$ cat config.mk
export PLATFORM = sky130hd
export DESIGN_NAME = micro_fetch_unit
export DESIGN_NICKNAME = d
export VERILOG_FILES = /design/src/rtl/micro_pkg.sv /design/src/rtl/fetch_fifo.sv /design/src/rtl/micro_fetch_unit.sv
export SDC_FILE = /design/constraint.sdc
export NUM_CORES = 1
export LEC_CHECK = 0
export BUFFER_PORTS_ARGS = -buffer_cell sky130_fd_sc_hd__buf_2
export CAP_MARGIN = 10
export CELL_PAD_IN_SITES_DETAIL_PLACEMENT = 0
export CELL_PAD_IN_SITES_GLOBAL_PLACEMENT = 2
export CORE_AREA = 2 2 93 95
export CTS_BUF_LIST = sky130_fd_sc_hd__clkbuf_8
export CTS_CLUSTER_SIZE = 40
export DETAILED_ROUTE_END_ITERATION = 10
export DIE_AREA = 0 0 95 97
export GPL_TIMING_DRIVEN = 0
export PLACE_DENSITY_LB_ADDON = 0.1
export RECOVER_POWER = 25
export SYNTH_ARGS = -nofsm -noshare
export SYNTH_HDL_FRONTEND = slang
export SYNTH_SLANG_ARGS = --single-unit
$ cat constraint.sdc
create_clock -name clka -period 3.2 [get_ports clka]
set_input_delay 0.16 -clock clka [delete_from_list [all_inputs] [get_ports clka]]
set_output_delay 0.16 -clock clka [all_outputs]
set_load 0.03 [all_outputs]
$ cat src/rtl/micro_pkg.sv
// Shared widths, types and reset constants for the micro fetch path.
package micro_pkg;

  localparam int unsigned ADDR_W     = 9;
  localparam int unsigned DATA_W     = 8;
  localparam int unsigned MEM_DEPTH  = 512;
  localparam int unsigned FIFO_DEPTH = 2;
  localparam int unsigned CNT_W      = 2;

  typedef logic [ADDR_W-1:0] addr_t;
  typedef logic [DATA_W-1:0] byte_t;

  localparam addr_t RESET_PC = 9'h000;

  typedef struct packed {
    addr_t addr;
    byte_t data;
  } fetch_entry_t;

endpackage

$ cat src/rtl/fetch_fifo.sv
// Two-entry first-word-fall-through buffer of fetched bytes and their addresses.
module fetch_fifo
  import micro_pkg::*;
(
  input  logic             clka,
  input  logic             rst_n,
  input  logic             flush_i,
  input  logic             push_i,
  input  fetch_entry_t     push_entry_i,
  input  logic             pop_i,
  output fetch_entry_t     head_o,
  output logic             valid_o,
  output logic [CNT_W-1:0] count_o
);

  fetch_entry_t     entry_q [FIFO_DEPTH];
  fetch_entry_t     entry_d [FIFO_DEPTH];
  logic             rd_ptr_q, rd_ptr_d;
  logic             wr_ptr_q, wr_ptr_d;
  logic [CNT_W-1:0] count_q, count_d;
  logic             pop_ok;

  assign pop_ok  = pop_i && (count_q != '0);
  assign head_o  = entry_q[rd_ptr_q];
  assign valid_o = (count_q != '0);
  assign count_o = count_q;

  // Flush discards everything, including a same-cycle push.
  always_comb begin
    entry_d  = entry_q;
    rd_ptr_d = rd_ptr_q;
    wr_ptr_d = wr_ptr_q;
    count_d  = count_q;
    if (flush_i) begin
      rd_ptr_d = 1'b0;
      wr_ptr_d = 1'b0;
      count_d  = '0;
    end else begin
      if (push_i) begin
        entry_d[wr_ptr_q] = push_entry_i;
        wr_ptr_d          = ~wr_ptr_q;
      end
      if (pop_ok) begin
        rd_ptr_d = ~rd_ptr_q;
      end
      count_d = count_q + CNT_W'(push_i) - CNT_W'(pop_ok);
    end
  end

  always_ff @(posedge clka) begin
    if (!rst_n) begin
      rd_ptr_q <= 1'b0;
      wr_ptr_q <= 1'b0;
      count_q  <= '0;
    end else begin
      rd_ptr_q <= rd_ptr_d;
      wr_ptr_q <= wr_ptr_d;
      count_q  <= count_d;
    end
  end

  always_ff @(posedge clka) begin
    entry_q <= entry_d;
  end

endmodule

$ cat src/rtl/micro_fetch_unit.sv
// RAM port arbiter (jump > store > fetch) feeding a byte stream to the decoder.
module micro_fetch_unit
  import micro_pkg::*;
(
  input  logic              clka,
  input  logic              rst_n,
  output logic [ADDR_W-1:0] addra,
  output logic [DATA_W-1:0] dina,
  output logic              wea,
  input  logic [DATA_W-1:0] douta,
  input  logic              jmp_valid,
  input  logic [ADDR_W-1:0] jmp_addr,
  input  logic              st_req,
  input  logic [ADDR_W-1:0] st_addr,
  input  logic [DATA_W-1:0] st_data,
  output logic              st_ack,
  input  logic              halt,
  output logic              ins_valid,
  output logic [DATA_W-1:0] ins_data,
  output logic [ADDR_W-1:0] ins_addr,
  input  logic              ins_ready
);

  addr_t            pc_q, pc_d;
  addr_t            tag_q, tag_d;
  logic             inflight_q;
  logic             issue;
  logic             pop;
  logic             push;
  logic [CNT_W-1:0] count;
  logic [CNT_W:0]   occ;
  fetch_entry_t     head;
  fetch_entry_t     push_entry;

  assign pop        = ins_valid && ins_ready;
  assign push       = inflight_q && !jmp_valid && rst_n;
  assign push_entry = '{addr: tag_q, data: douta};
  assign ins_data   = head.data;
  assign ins_addr   = head.addr;

  // Bytes that will occupy the FIFO after this cycle, excluding a new issue.
  assign occ = {1'b0, count} + (CNT_W+1)'(inflight_q) - (CNT_W+1)'(pop);

  always_comb begin
    addra = pc_q;
    dina  = '0;
    wea   = 1'b0;
    st_ack = 1'b0;
    issue = 1'b0;
    tag_d = pc_q;
    pc_d  = pc_q;
    if (!rst_n) begin
      addra = RESET_PC;
    end else if (jmp_valid) begin
      addra = jmp_addr;
      issue = 1'b1;
      tag_d = jmp_addr;
      pc_d  = jmp_addr + addr_t'(1);
    end else if (st_req) begin
      addra  = st_addr;
      dina   = st_data;
      wea    = 1'b1;
      st_ack = 1'b1;
    end else if (!halt && (occ < (CNT_W+1)'(FIFO_DEPTH))) begin
      issue = 1'b1;
      pc_d  = pc_q + addr_t'(1);
    end
  end

  always_ff @(posedge clka) begin
    if (!rst_n) begin
      pc_q       <= RESET_PC;
      tag_q      <= RESET_PC;
      inflight_q <= 1'b0;
    end else begin
      pc_q       <= pc_d;
      tag_q      <= tag_d;
      inflight_q <= issue;
    end
  end

  fetch_fifo u_fifo (
    .clka         (clka),
    .rst_n        (rst_n),
    .flush_i      (jmp_valid),
    .push_i       (push),
    .push_entry_i (push_entry),
    .pop_i        (pop),
    .head_o       (head),
    .valid_o      (ins_valid),
    .count_o      (count)
  );

endmodule

# == Yosys cells after proc, flatten, opt, wreduce, memory -nomap -nowiden ==
# Cells that the tools add are included.
# classes
muxes,22
n_lt_le_gt_ge,4
eq_ne,1
bitwise,6
n_addsub,6
n_reduce_logical,13
# ops
cell,count
$mux W17,4
$mux W9,7
$bwmux W34,1
$mux W8,3
$add A9 B1 Y9 const B,2
$demux W17 S1,1
$logic_and A1 B1 Y1,6
$mux W1,6
$ge A2 B2 Y1 const B,2
$not A1 Y1,4
$not A1 Y2,2
$reduce_and A2 Y1,2
$reduce_bool A2 Y1,2
$add A2 B1 Y3,1
$lt A3 B2 Y1 const B,1
$sub A3 B1 Y3,1
$add A2 B1 Y2,1
$logic_not A1 Y1,2
$lt A2 B1 Y1 const B,1
$ne A2 B2 Y1 const B,1
$reduce_or A2 Y1,1
$sub A2 B1 Y2,1
# word_totals
input_bits,40
elab_cells,62
reg_bits,57
out_inout_bits,37

# == Logic depth before layout (Yosys ltp) ==
# Gate-level depths: netlist (run 1).
# logic_depth
depth_word,8
ltp_mapped,12
ltp_nobuf,12

# == Modules after synthesis ==
# A second synthesis (run 1) with hierarchy kept.
# hier_totals
hier_cells,246
hier_area_um2,2924.1
# modules_own_cells
mod,area_per_inst_um2,cells_per_inst,seq_area_each_um2,n_inst
micro_fetch_unit,1471.4,171,380.4,1
fetch_fifo,1452.6,75,1101.1,1

# == Worst setup path before layout (run 1) ==
# No wires, ideal clock.
# synth_timing
path_kind,reg-to-reg
startpoint,"register u_fifo.count_q[1], in the netlist u_fifo.count_o[1]"
endpoint,register pc_q[6]
setup_ns,0.134
path_slack_ns,0.532
path_buffers,0
arrival_ns,2.534
path_stages_with_launch,13
synth_period_minus_slack_ns,2.668
t_required_ns,3.066
cell_sequence,dfxtp_1 > inv_1 > nand2_1 > and2_1 > ha_1 > inv_1 > nand2_1 > fa_1 > xor2_1 > or3_1 > nor3_1 > xnor2_1 > a21oi_1
# synth_between
elab_chain_len,7
word_cells_on_any_way,8
cone_classes,add/sub (2); order compare (1); reduce/logical (5)
# synth_lines
item,line_no,source
"start, declared",fetch_fifo.sv:20,"logic [CNT_W-1:0] count_q, count_d;"
"start signal, assigned",fetch_fifo.sv:58,count_q <= count_d;
$reduce_bool A2 Y1,fetch_fifo.sv:25,assign valid_o = (count_q != '0);
net ins_valid,micro_fetch_unit.sv:18,"output logic ins_valid,"
$logic_and A1 B1 Y1,micro_fetch_unit.sv:35,assign pop = ins_valid && ins_ready;
$sub A3 B1 Y3,micro_fetch_unit.sv:42,"assign occ = {1'b0, count} + (CNT_W+1)'(inflight_q) - (CNT_W+1)'(pop);"
$lt A3 B2 Y1,micro_fetch_unit.sv:64,end else if (!halt && (occ < (CNT_W+1)'(FIFO_DEPTH))) begin
$logic_and A1 B1 Y1,micro_fetch_unit.sv:64,
$reduce_bool A2 Y1 (no source line),--,
$reduce_and A2 Y1 (no source line),--,
"end signal, assigned",micro_fetch_unit.sv:76,pc_q <= pc_d;
"end, declared",micro_fetch_unit.sv:24,"addr_t pc_q, pc_d;"
# The timed path passes the listed nets, and every way through them passes these cells.
# A chain may end at the register's enable or synchronous reset.

# == Worst setup path in the final report (run 1) ==
# layout_timing
startpoint,"register u_fifo.count_q[1], in the netlist u_fifo.count_o[1]"
endpoint,register pc_q[3]
# layout_between
elab_chain_len,7
word_cells_on_any_way,8
cone_classes,add/sub (2); order compare (1); reduce/logical (5)
# layout_lines
item,line_no
branches (longest 2 deep; another with $add A2 B1 Y3),--
$sub A3 B1 Y3 *,micro_fetch_unit.sv:42
$lt A3 B2 Y1 *,micro_fetch_unit.sv:64
$logic_and A1 B1 Y1 *,micro_fetch_unit.sv:64
$reduce_bool A2 Y1 (no source line) *,--
$reduce_and A2 Y1 (no source line) *,--
# Every way passes the cells marked *.

==> flow_summary.rst, run 1 <==
.. list-table::
   :header-rows: 1

   * - Metric
     - Value
   * - R2R Path Start
     - u_fifo.count_o[1]
   * - Cell Pwr Density
     - about 470 nW/µm²
   * - Total negative setup slack
     - 0 ns
   * - CP delay by family, top
     - simple AND/OR/NAND/NOR gates
   * - Overall track demand over capacity in global routing
     - 0.146
   * - Number of antenna violations at the first check in global routing
     - 0
   * - Most used DFF post-synth
     - sky130_fd_sc_hd__edfxtp_1
   * - Delay of the slowest critical-path stage
     - 0.49 ns
   * - Critical-path top delay cell
     - sky130_fd_sc_hd__nor3_2
   * - Final period util
     - 0.856
   * - Final Critical Period
     - between 2 and 3 ns
   * - First-pass GRT wire length
     - just over 10000 µm
   * - Setup CP Type
     - reg2reg
   * - Count of endpoints failing setup in the final report
     - 0
   * - Total number of placement rows
     - 33
   * - Routed wire length
     - 6420 µm
   * - Depth of the critical timing path with buffers and inverters included
     - 12
   * - Most instantiated library cell after synthesis
     - sky130_fd_sc_hd__edfxtp_1
   * - Worst Setup End Kind
     - flop
   * - Share of Yosys cell area claimed by the top area cell type
     - 0.375
   * - Average size of a mapped cell
     - 11.2 µm²
   * - Synth warnings
     - 0
   * - Count of buffering cells on the critical path with inverters included
     - 2
   * - Critical Path AT
     - about 3.0 ns
   * - Cell types with the largest area share after synthesis
     - sky130_fd_sc_hd__edfxtp_1 37%, sky130_fd_sc_hd__dfxtp_1 17%, sky130_fd_sc_hd__mux2_2 8.7%
   * - Cell count after placement
     - around 420
   * - Final instance area
     - about 3400 µm²
   * - Number of enable flip-flop cells after synthesis
     - 34
   * - Static leakage
     - approximately 0.0015 µW
   * - Finished Layout Cells
     - around 440
   * - Actual transition at the worst max-transition pin
     - around 0.85 ns
   * - Number of diodes
     - 0
   * - Number of design-rule violations left by the first detailed-router iteration
     - 46
   * - RSZ-0062 raised after global routing
     - no
   * - Total of buffers placed on input and output ports
     - between 70 and 80
   * - Last element of the critical path
     - pc_q[3]
   * - Post-placement cell area
     - roughly 3200 µm²
   * - Startpoint Class
     - flop
   * - Clk sinks
     - 57
   * - # Post-CTS Setup Buffers
     - 0
   * - Top cells by count, synth
     - 34 x sky130_fd_sc_hd__edfxtp_1, 32 x sky130_fd_sc_hd__nand2_1, 23 x sky130_fd_sc_hd__dfxtp_1
   * - Clock latency of the later-clocked register in the worst-skew pair
     - approximately 0.33 ns
   * - Maximum net fanout on the critical path
     - 7
   * - Worst min-delay path class
     - in2reg
   * - Data required time of the critical path
     - between 3 and 4 ns
   * - Worst hold slack
     - approximately 0.022 ns
   * - Vias per cell
     - around 4.6
   * - H-tree lvl count
     - 3
   * - Peak ir drop on the vdd network
     - approximately 0.22 mV
   * - Clock buffers created by TritonCTS
     - 9
   * - Boundary pin count
     - between 70 and 80
   * - Clock Tree Buf Depth
     - 2
   * - Starting density of the core
     - 0.335
   * - GRT overflow
     - 0
   * - Half-perimeter wire length after placement
     - 4700 µm
   * - Worst path most repeated cell
     - sky130_fd_sc_hd__nand2_1
   * - Maximum number of pins on one net before global-route repair
     - 18
   * - Global placer's final weighted congestion
     - roughly 0.76
   * - Reported max-cap violation count
     - 0
   * - Final hold viol count
     - 0
   * - Sequential-to-total area share from yosys stat
     - 0.544
   * - Distinct cell type count after synthesis
     - 39
   * - Clock root buffer
     - sky130_fd_sc_hd__clkbuf_8
   * - Worst-case headroom to the max-slew limit
     - 0.429
   * - Critical path startpoint
     - u_fifo.count_o[1]
   * - Post-synthesis cell type with the largest combined area
     - sky130_fd_sc_hd__edfxtp_1
   * - Critical path cell sequence
     - inv_1, nand2_1, and2_1, ha_1, inv_1, nand2_1, fa_1, xor2_1, nor3_2, nand2_1, or2_0, a31oi_1
   * - Synthesized netlist net count
     - 288
   * - Vertical extent of the die
     - between 90 and 100 µm
   * - Clock slew seen by the registers of the worst setup and hold paths
     - approximately 0.07 ns
   * - DIE AREA
     - around 9000 µm²
   * - Cell count after synthesis
     - around 240
   * - Cell area after synthesis
     - approximately 2700 µm²
   * - Depth of the worst register-to-register path
     - 12
   * - Seq cells post-synth
     - 57
   * - Die width
     - between 90 and 100 µm
   * - Number of global-route vias before repair
     - between 2000 and 2500
   * - Via count of the routed design
     - between 2000 and 2500
   * - Outcome
     - finished, final reports clean
   * - Post-detailed-route wirelength per cell
     - 14.5 µm
   * - Final Slew Violations
     - 0
   * - TritonCTS clock tree
     - done
   * - Area growth syn-to-layout
     - 25.8%
   * - Crit Reg-Reg Endpoint
     - pc_q[3]
   * - Fraction of final layout cells with drive strength greater than 1
     - 0.368
   * - Fmax
     - 365 MHz
   * - Async S/R FF share, synth
     - 0
   * - Router iterations before antenna repair
     - 4
   * - Number of nets with antenna violations after detailed routing
     - 0
   * - Drc violations
     - 0
   * - Net total in the final layout
     - around 380
   * - Placeable core region
     - roughly 8000 µm²
   * - Largest clock skew in the final design
     - 0.0169 ns
   * - Worst-case register-to-register setup slack
     - between 0.4 and 0.5 ns
cell usage in the layout (no fill, tap or decap), drive strengths merged, types with 3 or more instances in the layout:
cell,instances
buf,79
edfxtp,34
nand2,32
dfxtp,23
mux2,21
clkbuf,19
a21oi,18
nor2,16
and3,14
xnor2,11
inv,8
o21ai,8
mux2i,6
xor2,6
nor3,5
clkinv,5
ha,4
and2,3
stage by stage:
| step | total power (µW) | setup WS, ns | util |
|---|---|---|---|
| global route | 1680 | 0.189 | 0.421 |
| finish | 1600 | 0.461 | 0.421 |
| CTS | 1620 | 0.432 | 0.419 |
| global placement | 1040 | 0.464 | 0.398 |
| detailed placement | 1040 | 0.454 | 0.398 |
| floorplan | 962 | 0.532 | - |
registers in the layout (all words and copies together), names as in the netlist:
register	flops
inflight_q	1
u_fifo.count_o	2
u_fifo.entry_q	34
tag_q	9
u_fifo.rd_ptr_q	1
pc_q	9
u_fifo.wr_ptr_q	1
power breakdown:
part | leakage [µW] | switching [µW] | internal [µW]
sequential | 0.000501 | 17.1 | 802
combinational | 0.000872 | 127 | 79.5
clock | 0.0000850 | 293 | 278
per-layer routing:
layer,GRT usage,share of wire,vias up
met3,0.0428,0.050,6
met1,0.185,0.45,928
li1,-,-,1036
met2,0.240,0.48,48
met4,0.0435,0.012,0
met5,0,0,-
logic make-up after synthesis:
logic type               Yosys count  synth area share
AO/OA/AOI/OAI                     36            0.0859
XOR/XNOR                          17            0.0546
adder cells (fa/ha/maj)            5            0.0257
buffers and inverters             21            0.0335
flip-flops                        57             0.544
multiplexers                      27             0.109
AND/OR/NAND/NOR                   80             0.148
worst reg2reg max path: cells and delay by family (launching register included):
kind                     cells  cell delay, ns
XOR/XNOR                     1            0.17
AO/OA/AOI/OAI                1            0.17
buffers and inverters        2            0.15
AND/OR/NAND/NOR              6            1.17
adder cells (fa/ha/maj)      2            0.61
flip-flops                   1            0.40
layout make-up:
| cell class | count | area, µm² |
|---|---|---|
| plain buffers | 13 | 61.3 |
| flip-flops and latches | 57 | 1480 |
| well taps | 105 | 131 |
| clock inverters | 7 | 47.5 |
| repair buffers | 78 | 398 |
| fillers | 856 | 4710 |
| multi-input cells | 165 | 1150 |
| inverters | 8 | 30.0 |
| clock buffers | 9 | 124 |
timing repair:
action	4_1_cts	5_1_grt
endpoints found under the setup margin	0	0
hold buffers	0	2
gates resized for setup	0	0
endpoints found under the hold margin	0	3
worst min-delay path by stage:
stage	from	endpoint	slack (ns)	cells past startpoint
floorplan	douta[0]	u_fifo.entry_q[0]	0.26	0
global route	douta[7]	u_fifo.entry_q[7]	0.003	1
CTS	douta[3]	u_fifo.entry_q[20]	0.003	1
global placement	douta[1]	u_fifo.entry_q[18]	0.35	1
finish	douta[7]	u_fifo.entry_q[7]	0.02	1
detailed placement	douta[3]	u_fifo.entry_q[3]	0.35	1
(Power assumes the default switching activity.)
==> run 2, diff against run 1 <==
Settings changed: BUFFER_PORTS_ARGS -buffer_cell sky130_fd_sc_hd__buf_2 to -buffer_cell sky130_fd_sc_hd__clkbuf_2.
Clock period 3.2 ns to 2.7 ns, I/O delays scaled along.
==> run 2 against run 1 <==
Against the previous run:
- combinational power grew 28%
- critical path depth is the same
- clock power up 65%
- first-iteration DRC count grew 28%
- clock-buffer cell count unchanged
- sequential cell count unchanged
- die area is the same
- global-route usage about the same
- critical path type unchanged
- largest cell class unchanged
- largest power group unchanged
- highest routed layer unchanged
==> flow_summary.rst, run 2 (synthesis gave the netlist of run 1 again) <==
.. list-table::
   :header-rows: 1

   * - Metric
     - Value
   * - Final Core Density
     - 0.449 (+0.0274)
   * - Starting density of the core
     - 0.335 (unchanged)
   * - Area growth syn-to-layout
     - 34.0%
   * - Worst hold slack
     - 0.128 ns (+0.106 ns)
   * - Reported max-cap violation count
     - 0 (unchanged)
   * - Top Registers
     - u_fifo.entry_q (34), pc_q (9), tag_q (9)
   * - Number of design-rule violations left by the first detailed-router iteration
     - 59 (+28%)
   * - Outcome
     - finished, final reports clean
   * - Half-perimeter wire length after placement
     - 4670 µm (-0.67%)
   * - Setup CP Type
     - reg2reg
   * - Drc violations
     - 0 (unchanged)
   * - Maximum number of pins on one net before global-route repair
     - 18 (unchanged)
   * - H-tree lvl count
     - 3 (unchanged)
   * - Clock latency of the later-clocked register in the worst-skew pair
     - 0.33 ns (about the same)
   * - GRT overflow
     - 0 (unchanged)
   * - Actual transition at the worst max-transition pin
     - 0.896 ns (+0.0430 ns)
   * - Count of endpoints failing setup in the final report
     - 0 (unchanged)
   * - Most flops, register
     - u_fifo.entry_q
   * - Routed wire length
     - 6530 µm (+1.7%)
   * - Critical-path top delay cell
     - sky130_fd_sc_hd__fa_2
   * - Clk sinks
     - 57 (unchanged)
   * - Total of buffers placed on input and output ports
     - 76 (unchanged)
   * - Net total in the final layout
     - 387 (+2.7%)
   * - Static leakage
     - 0.00156 µW (+7.2%)
   * - Final Slew Violations
     - 0 (unchanged)
   * - Worst path most repeated cell
     - sky130_fd_sc_hd__nand2_1
   * - Final setup margin
     - 0.128 ns (-0.333 ns)
   * - Number of antenna violations at the first check in global routing
     - 0 (unchanged)
   * - Most common cell after layout, fill and taps aside
     - sky130_fd_sc_hd__clkbuf_2
   * - Clock slew seen by the registers of the worst setup and hold paths
     - 0.07 ns (about the same)
   * - Clock root buffer
     - sky130_fd_sc_hd__clkbuf_8
   * - Critical path cell sequence
     - inv_1, nand2_1, and2_4, ha_4, inv_2, nand2_1, fa_2, nand2b_4, or3_4, nor3_4, xnor2_2, a211oi_2
   * - Worst-case headroom to the max-slew limit
     - 0.400 (-0.0288)
   * - Vertical extent of the die
     - 97 µm (unchanged)
   * - Clock buffers created by TritonCTS
     - 9 (unchanged)
   * - Post-placement cell area
     - 3240 µm² (unchanged)
   * - Global placer's final weighted congestion
     - 0.749 (-1.9%)
   * - DIE AREA
     - 9220 µm² (unchanged)
   * - Fraction of final layout cells with drive strength greater than 1
     - 0.386 (+0.0182)
   * - Data required time of the critical path
     - 2.90 ns (-0.54 ns)
   * - Largest clock skew in the final design
     - 0.0115 ns (-0.00546 ns)
   * - Setup slack after placement
     - -0.0408 ns (-0.495 ns)
   * - Commonest cells after routing, fill and taps aside
     - 72 x sky130_fd_sc_hd__clkbuf_2, 34 x sky130_fd_sc_hd__edfxtp_1, 32 x sky130_fd_sc_hd__nand2_1, 22 x sky130_fd_sc_hd__dfxtp_1, 21 x sky130_fd_sc_hd__mux2_2
   * - Cell Pwr Density
     - 597 nW/µm² (+28%)
   * - Clock Tree Buf Depth
     - 2 (unchanged)
   * - Worst Setup End Kind
     - flop
   * - Peak ir drop on the vdd network
     - 0.327 mV (+49%)
   * - Vias per cell
     - 4.60 (+0.70%)
   * - Final Critical Period
     - 2.57 ns (-0.167 ns)
   * - Fmax
     - 389 MHz (+6.5%)
   * - TritonCTS clock tree
     - done
   * - Number of diodes
     - 0 (unchanged)
   * - Boundary pin count
     - 77 (unchanged)
   * - Number of nets with antenna violations after detailed routing
     - 0 (unchanged)
   * - Final instance area
     - 3650 µm² (+6.5%)
   * - Final period util
     - 0.953 (+0.0967)
   * - Post-detailed-route wirelength per cell
     - 14.5 µm (-0.52%)
   * - Total number of placement rows
     - 33 (unchanged)
   * - Worst min-delay path class
     - in2reg
   * - Largest register FFs
     - 34 (unchanged)
   * - Number of global-route vias before repair
     - 2069 (+1.6%)
   * - First-pass GRT wire length
     - 10300 µm (-0.53%)
   * - Critical Path AT
     - 2.77 ns (-0.21 ns)
   * - Router iterations before antenna repair
     - 4 (unchanged)
   * - Startpoint Class
     - flop
   * - Overall track demand over capacity in global routing
     - 0.147 (about the same)
   * - Final hold viol count
     - 0 (unchanged)
   * - Die width
     - 95 µm (unchanged)
   * - Maximum net fanout on the critical path
     - 3 (-4)
   * - Delay of the slowest critical-path stage
     - 0.58 ns (+0.09 ns)
   * - Via count of the routed design
     - 2078 (+3.0%)
   * - Placeable core region
     - 8130 µm² (unchanged)
==> run 2: cell types whose count changed in the layout (fill, tap and decap cells not counted), moves of 2 or more <==
cell	before	now
sky130_fd_sc_hd__clkbuf_2	0	72
sky130_fd_sc_hd__nor3_4	0	3
sky130_fd_sc_hd__clkbuf_1	10	12
sky130_fd_sc_hd__clkinv_4	2	0
sky130_fd_sc_hd__buf_2	75	1
sky130_fd_sc_hd__bufinv_16	0	3
sky130_fd_sc_hd__buf_4	1	5
sky130_fd_sc_hd__nor3_2	2	0
sky130_fd_sc_hd__dlygate4sd3_1	2	8
sky130_fd_sc_hd__clkinv_2	3	1
==> run 2: what timing repair did <==
action	CTS	global route
resized for setup	2	12
pin swaps	0	5
hold buffers	8	0
cloned	0	0
setup buffers	0	4
endpoints found under the setup margin	3	7
endpoints found under the hold margin	15	0
==> run 2: report_power, final <==
part	internal (µW)	total [µW]	switching, µW
registers	950	970	20.1
clock network	605	943	339
logic	108	264	157
total	1660	2180	515
==> run 2: cell type report <==
| cell class | instances | area (µm²) |
|---|---|---|
| buffer | 13 | 61.3 |
| tap | 105 | 131 |
| fill | 833 | 4480 |
| inverter | 8 | 30.0 |
| sequential | 57 | 1490 |
| multi-input combinational | 165 | 1220 |
| clock inverter | 7 | 110 |
| clock buffer | 9 | 124 |
| timing repair buffer | 88 | 485 |
==> run 2: worst max-delay path, delay by kind of cell (launching register included) <==
family | cells | cell delay (ns)
DFF | 1 | 0.30
xor gates and xnor gates | 1 | 0.14
buffers and inverters | 2 | 0.16
AOI/OAI and AO/OA | 1 | 0.08
and+or+nand+nor | 6 | 0.98
adders and majority gates | 2 | 0.79
==> run 2: layer usage <==
metal,share of wire,global-route usage
met1,0.44,0.175
met2,0.49,0.253
met3,0.050,0.0405
met4,0.016,0.0435
met5,0,0
==> run 2: worst paths after layout <==
kind	start	end	slack, ns	depth (start not counted)
max	u_fifo.count_o[0]	pc_q[8]	0.13	12
min	jmp_addr[8]	tag_q[8]	0.13	3
max reg2reg	u_fifo.count_o[0]	pc_q[8]	0.13	12
min reg2reg	tag_q[2]	u_fifo.entry_q[27]	0.42	0
==> run 2: stage by stage <==
stage	TNS, ns	total power [µW]	cells
6_report	0	2180	452
5_1_grt	-0.0317	2270	452
4_1_cts	0	2190	448
3_5_place_dp	-0.0727	1230	424
3_3_place_gp	-0.0868	1230	424
2_1_floorplan	0	1140	243
==> run 3, diff against run 2 <==
Settings changed: CORE_AREA 2 2 93 95 to 2 2 89 99, CTS_CLUSTER_DIAMETER set to 150, DIE_AREA 0 0 95 97 to 0 0 91 101, GPL_TIMING_DRIVEN 0 to unset.
==> run 3 against run 2 <==
Against the previous run:
- core utilization fell by 1.7 points
- combinational power fell by 7%
- sequential power barely moved
- clock skew fell by 0.0033 ns
- routed wire length fell by 2.0%
- highest routed layer unchanged
==> flow_summary.rst, run 3 (synthesis gave the netlist of run 1 again) <==
.. list-table::
   :header-rows: 1

   * - Metric
     - Value
   * - DIE AREA
     - 9190 µm² (-0.26%)
   * - Most common cell after layout, fill and taps aside
     - sky130_fd_sc_hd__clkbuf_2
   * - Data required time of the critical path
     - 2.91 ns (about the same)
   * - Number of design-rule violations left by the first detailed-router iteration
     - 63 (+6.8%)
   * - Cell count after placement
     - 424 (unchanged)
   * - Critical Path AT
     - 2.74 ns (-0.03 ns)
   * - Total of buffers placed on input and output ports
     - 76 (unchanged)
   * - First-pass GRT wire length
     - 10300 µm (-0.34%)
   * - TritonCTS clock tree
     - done
   * - Most flops, register
     - u_fifo.entry_q
   * - Worst hold slack
     - 0.131 ns (+0.00354 ns)
   * - Highest routed layer
     - met4
   * - Final period util
     - 0.937 (-0.0154)
   * - Fraction of final layout cells with drive strength greater than 1
     - 0.377 (-0.00931)
   * - Depth of the worst register-to-register path
     - 12 (unchanged)
   * - Global placer's final weighted congestion
     - 0.736 (-1.7%)
   * - Drc violations
     - 0 (unchanged)
   * - Clock slew seen by the registers of the worst setup and hold paths
     - 0.07 ns (about the same)
   * - Starting density of the core
     - 0.331 (-0.00402)
   * - Overall track demand over capacity in global routing
     - 0.149 (+0.00214)
   * - Outcome
     - finished, final reports clean
   * - Half-perimeter wire length after placement
     - 4400 µm (-5.8%)
   * - Commonest cells after routing, fill and taps aside
     - 73 x sky130_fd_sc_hd__clkbuf_2, 34 x sky130_fd_sc_hd__edfxtp_1, 32 x sky130_fd_sc_hd__nand2_1, 22 x sky130_fd_sc_hd__dfxtp_1, 21 x sky130_fd_sc_hd__mux2_2
   * - Router iterations before antenna repair
     - 4 (unchanged)
   * - Finished Layout Cells
     - 448 (-0.88%)
   * - Worst Setup End Kind
     - flop
   * - Boundary pin count
     - 77 (unchanged)
   * - R2R Path Start
     - u_fifo.count_o[1]
   * - Met2 wire length
     - 3140 µm (-1.8%)
   * - Maximum number of pins on one net before global-route repair
     - 23 (+5)
   * - Total negative setup slack
     - 0 ns (unchanged)
   * - Top Registers
     - u_fifo.entry_q (34), pc_q (9), tag_q (9)
   * - Hold path startpoint
     - jmp_addr[7]
   * - Startpoint Class
     - flop
   * - Met3 wire length
     - 268 µm (-18%)
   * - Setup CP Type
     - reg2reg
   * - Number of antenna violations at the first check in global routing
     - 0 (unchanged)
   * - Clk sinks
     - 57 (unchanged)
   * - Total routed wire length on the met1 layer
     - 2920 µm (+0.55%)
   * - RSZ-0062 raised after global routing
     - yes
   * - Count of endpoints failing setup in the final report
     - 0 (unchanged)
   * - Post-detailed-route wirelength per cell
     - 14.3 µm (-1.1%)
   * - Final Slew Violations
     - 0 (unchanged)
   * - Vias per cell
     - 4.50 (-2.0%)
   * - Final Core Density
     - 0.432 (-0.0171)
   * - Placeable core region
     - 8230 µm² (+1.2%)
   * - Final Critical Period
     - 2.53 ns (-0.0415 ns)
   * - Power consumption
     - 2160 µW (-0.90%)
   * - Clock Tree Buf Depth
     - 2 (unchanged)
   * - Largest register FFs
     - 34 (unchanged)
   * - Worst-case headroom to the max-slew limit
     - 0.403 (+0.00318)
   * - Cell Pwr Density
     - 607 nW/µm² (+1.8%)
   * - Area growth syn-to-layout
     - 30.4%
   * - Number of diodes
     - 0 (unchanged)
   * - H-tree lvl count
     - 3 (unchanged)
   * - Maximum net fanout on the critical path
     - 3 (unchanged)
   * - Hold Path Cell Cnt
     - 3 (unchanged)
   * - Final hold viol count
     - 0 (unchanged)
   * - Worst min-delay path class
     - in2reg
   * - Actual transition at the worst max-transition pin
     - 0.894 ns (-0.00194 ns)
   * - Fmax
     - 395 MHz (+1.6%)
   * - Static leakage
     - 0.00152 µW (-2.8%)
   * - Die width
     - 91 µm (-4.2%)
   * - Total number of placement rows
     - 35 (+6.1%)
   * - Largest clock skew in the final design
     - 0.00818 ns (-0.00328 ns)
   * - Reported max-cap violation count
     - 0 (unchanged)
   * - Number of nets with antenna violations after detailed routing
     - 0 (unchanged)
   * - Routed wire length
     - 6400 µm (-2.0%)
   * - Critical path startpoint
     - u_fifo.count_o[1]
   * - Vertical extent of the die
     - 101 µm (+4.1%)
   * - Clock root buffer
     - sky130_fd_sc_hd__clkbuf_8
   * - Net total in the final layout
     - 377 (-2.6%)
   * - GRT overflow
     - 0 (unchanged)
   * - Number of global-route vias before repair
     - 2001 (-3.3%)
   * - Via count of the routed design
     - 2018 (-2.9%)
   * - Peak ir drop on the vdd network
     - 0.285 mV (-13%)
   * - Clock latency of the later-clocked register in the worst-skew pair
     - 0.32 ns (about the same)
   * - Clock buffers created by TritonCTS
     - 9 (unchanged)
## run 3: path summary, 6_finish.rpt
kind	end	slack (ns)
worst max-delay path	pc_q[6]	0.17
worst min-delay path	tag_q[7]	0.13
worst max register to register	pc_q[6]	0.17
worst min register to register	u_fifo.entry_q[26]	0.43
## run 3: repair_timing
| action | 4_1_cts | 5_1_grt |
|---|---|---|
| endpoints found under the hold margin | 16 | 0 |
| buffers inserted | 0 | 0 |
| endpoints found under the setup margin | 0 | 4 |
| resized for setup | 0 | 2 |
| hold buffers | 8 | 0 |
## run 3: area by class of cell
class                           count  area (µm²)
Timing Repair Buffer               91         509
Fill cell                         857        4680
Inverter                            8        30.0
Multi-Input combinational cell    165        1160
Tap cell                          111         139
Clock buffer                        9         124
Sequential cell                    57        1480
Clock inverter                      7         110
## run 3: layer usage
| metal | vias up | global-route usage |
|---|---|---|
| li1 | 1032 | - |
| met1 | 937 | 0.184 |
| met2 | 44 | 0.244 |
| met3 | 5 | 0.0426 |
| met4 | 0 | 0.0629 |
| met5 | - | 0 |
## run 3: per-stage QoR
step	worst slack, ns	area (µm²)
3_3_place_gp	0.158	3240
2_1_floorplan	0.0324	2730
3_5_place_dp	0.0789	3240
5_1_grt	-0.00589	3550
6_report	0.170	3550
4_1_cts	0.0653	3550
## run 3: power breakdown
part,total (µW),switching (µW),internal (µW)
combinational,246,146,100
clock,940,335,605
sequential,973,21.9,951
total,2160,503,1660
## run 3: critical path: stages (launching register included)
cell and delay [ns]:
sky130_fd_sc_hd__dfxtp_2 0.34, sky130_fd_sc_hd__inv_1 0.08, sky130_fd_sc_hd__nand2_1 0.06, sky130_fd_sc_hd__and2_1 0.18, sky130_fd_sc_hd__ha_1 0.27, sky130_fd_sc_hd__inv_1 0.07
sky130_fd_sc_hd__nand2_1 0.07, sky130_fd_sc_hd__fa_1 0.38, sky130_fd_sc_hd__xor2_1 0.17, sky130_fd_sc_hd__or3_4 0.39, sky130_fd_sc_hd__nor3_1 0.18, sky130_fd_sc_hd__xnor2_1 0.14
sky130_fd_sc_hd__a21oi_1 0.08
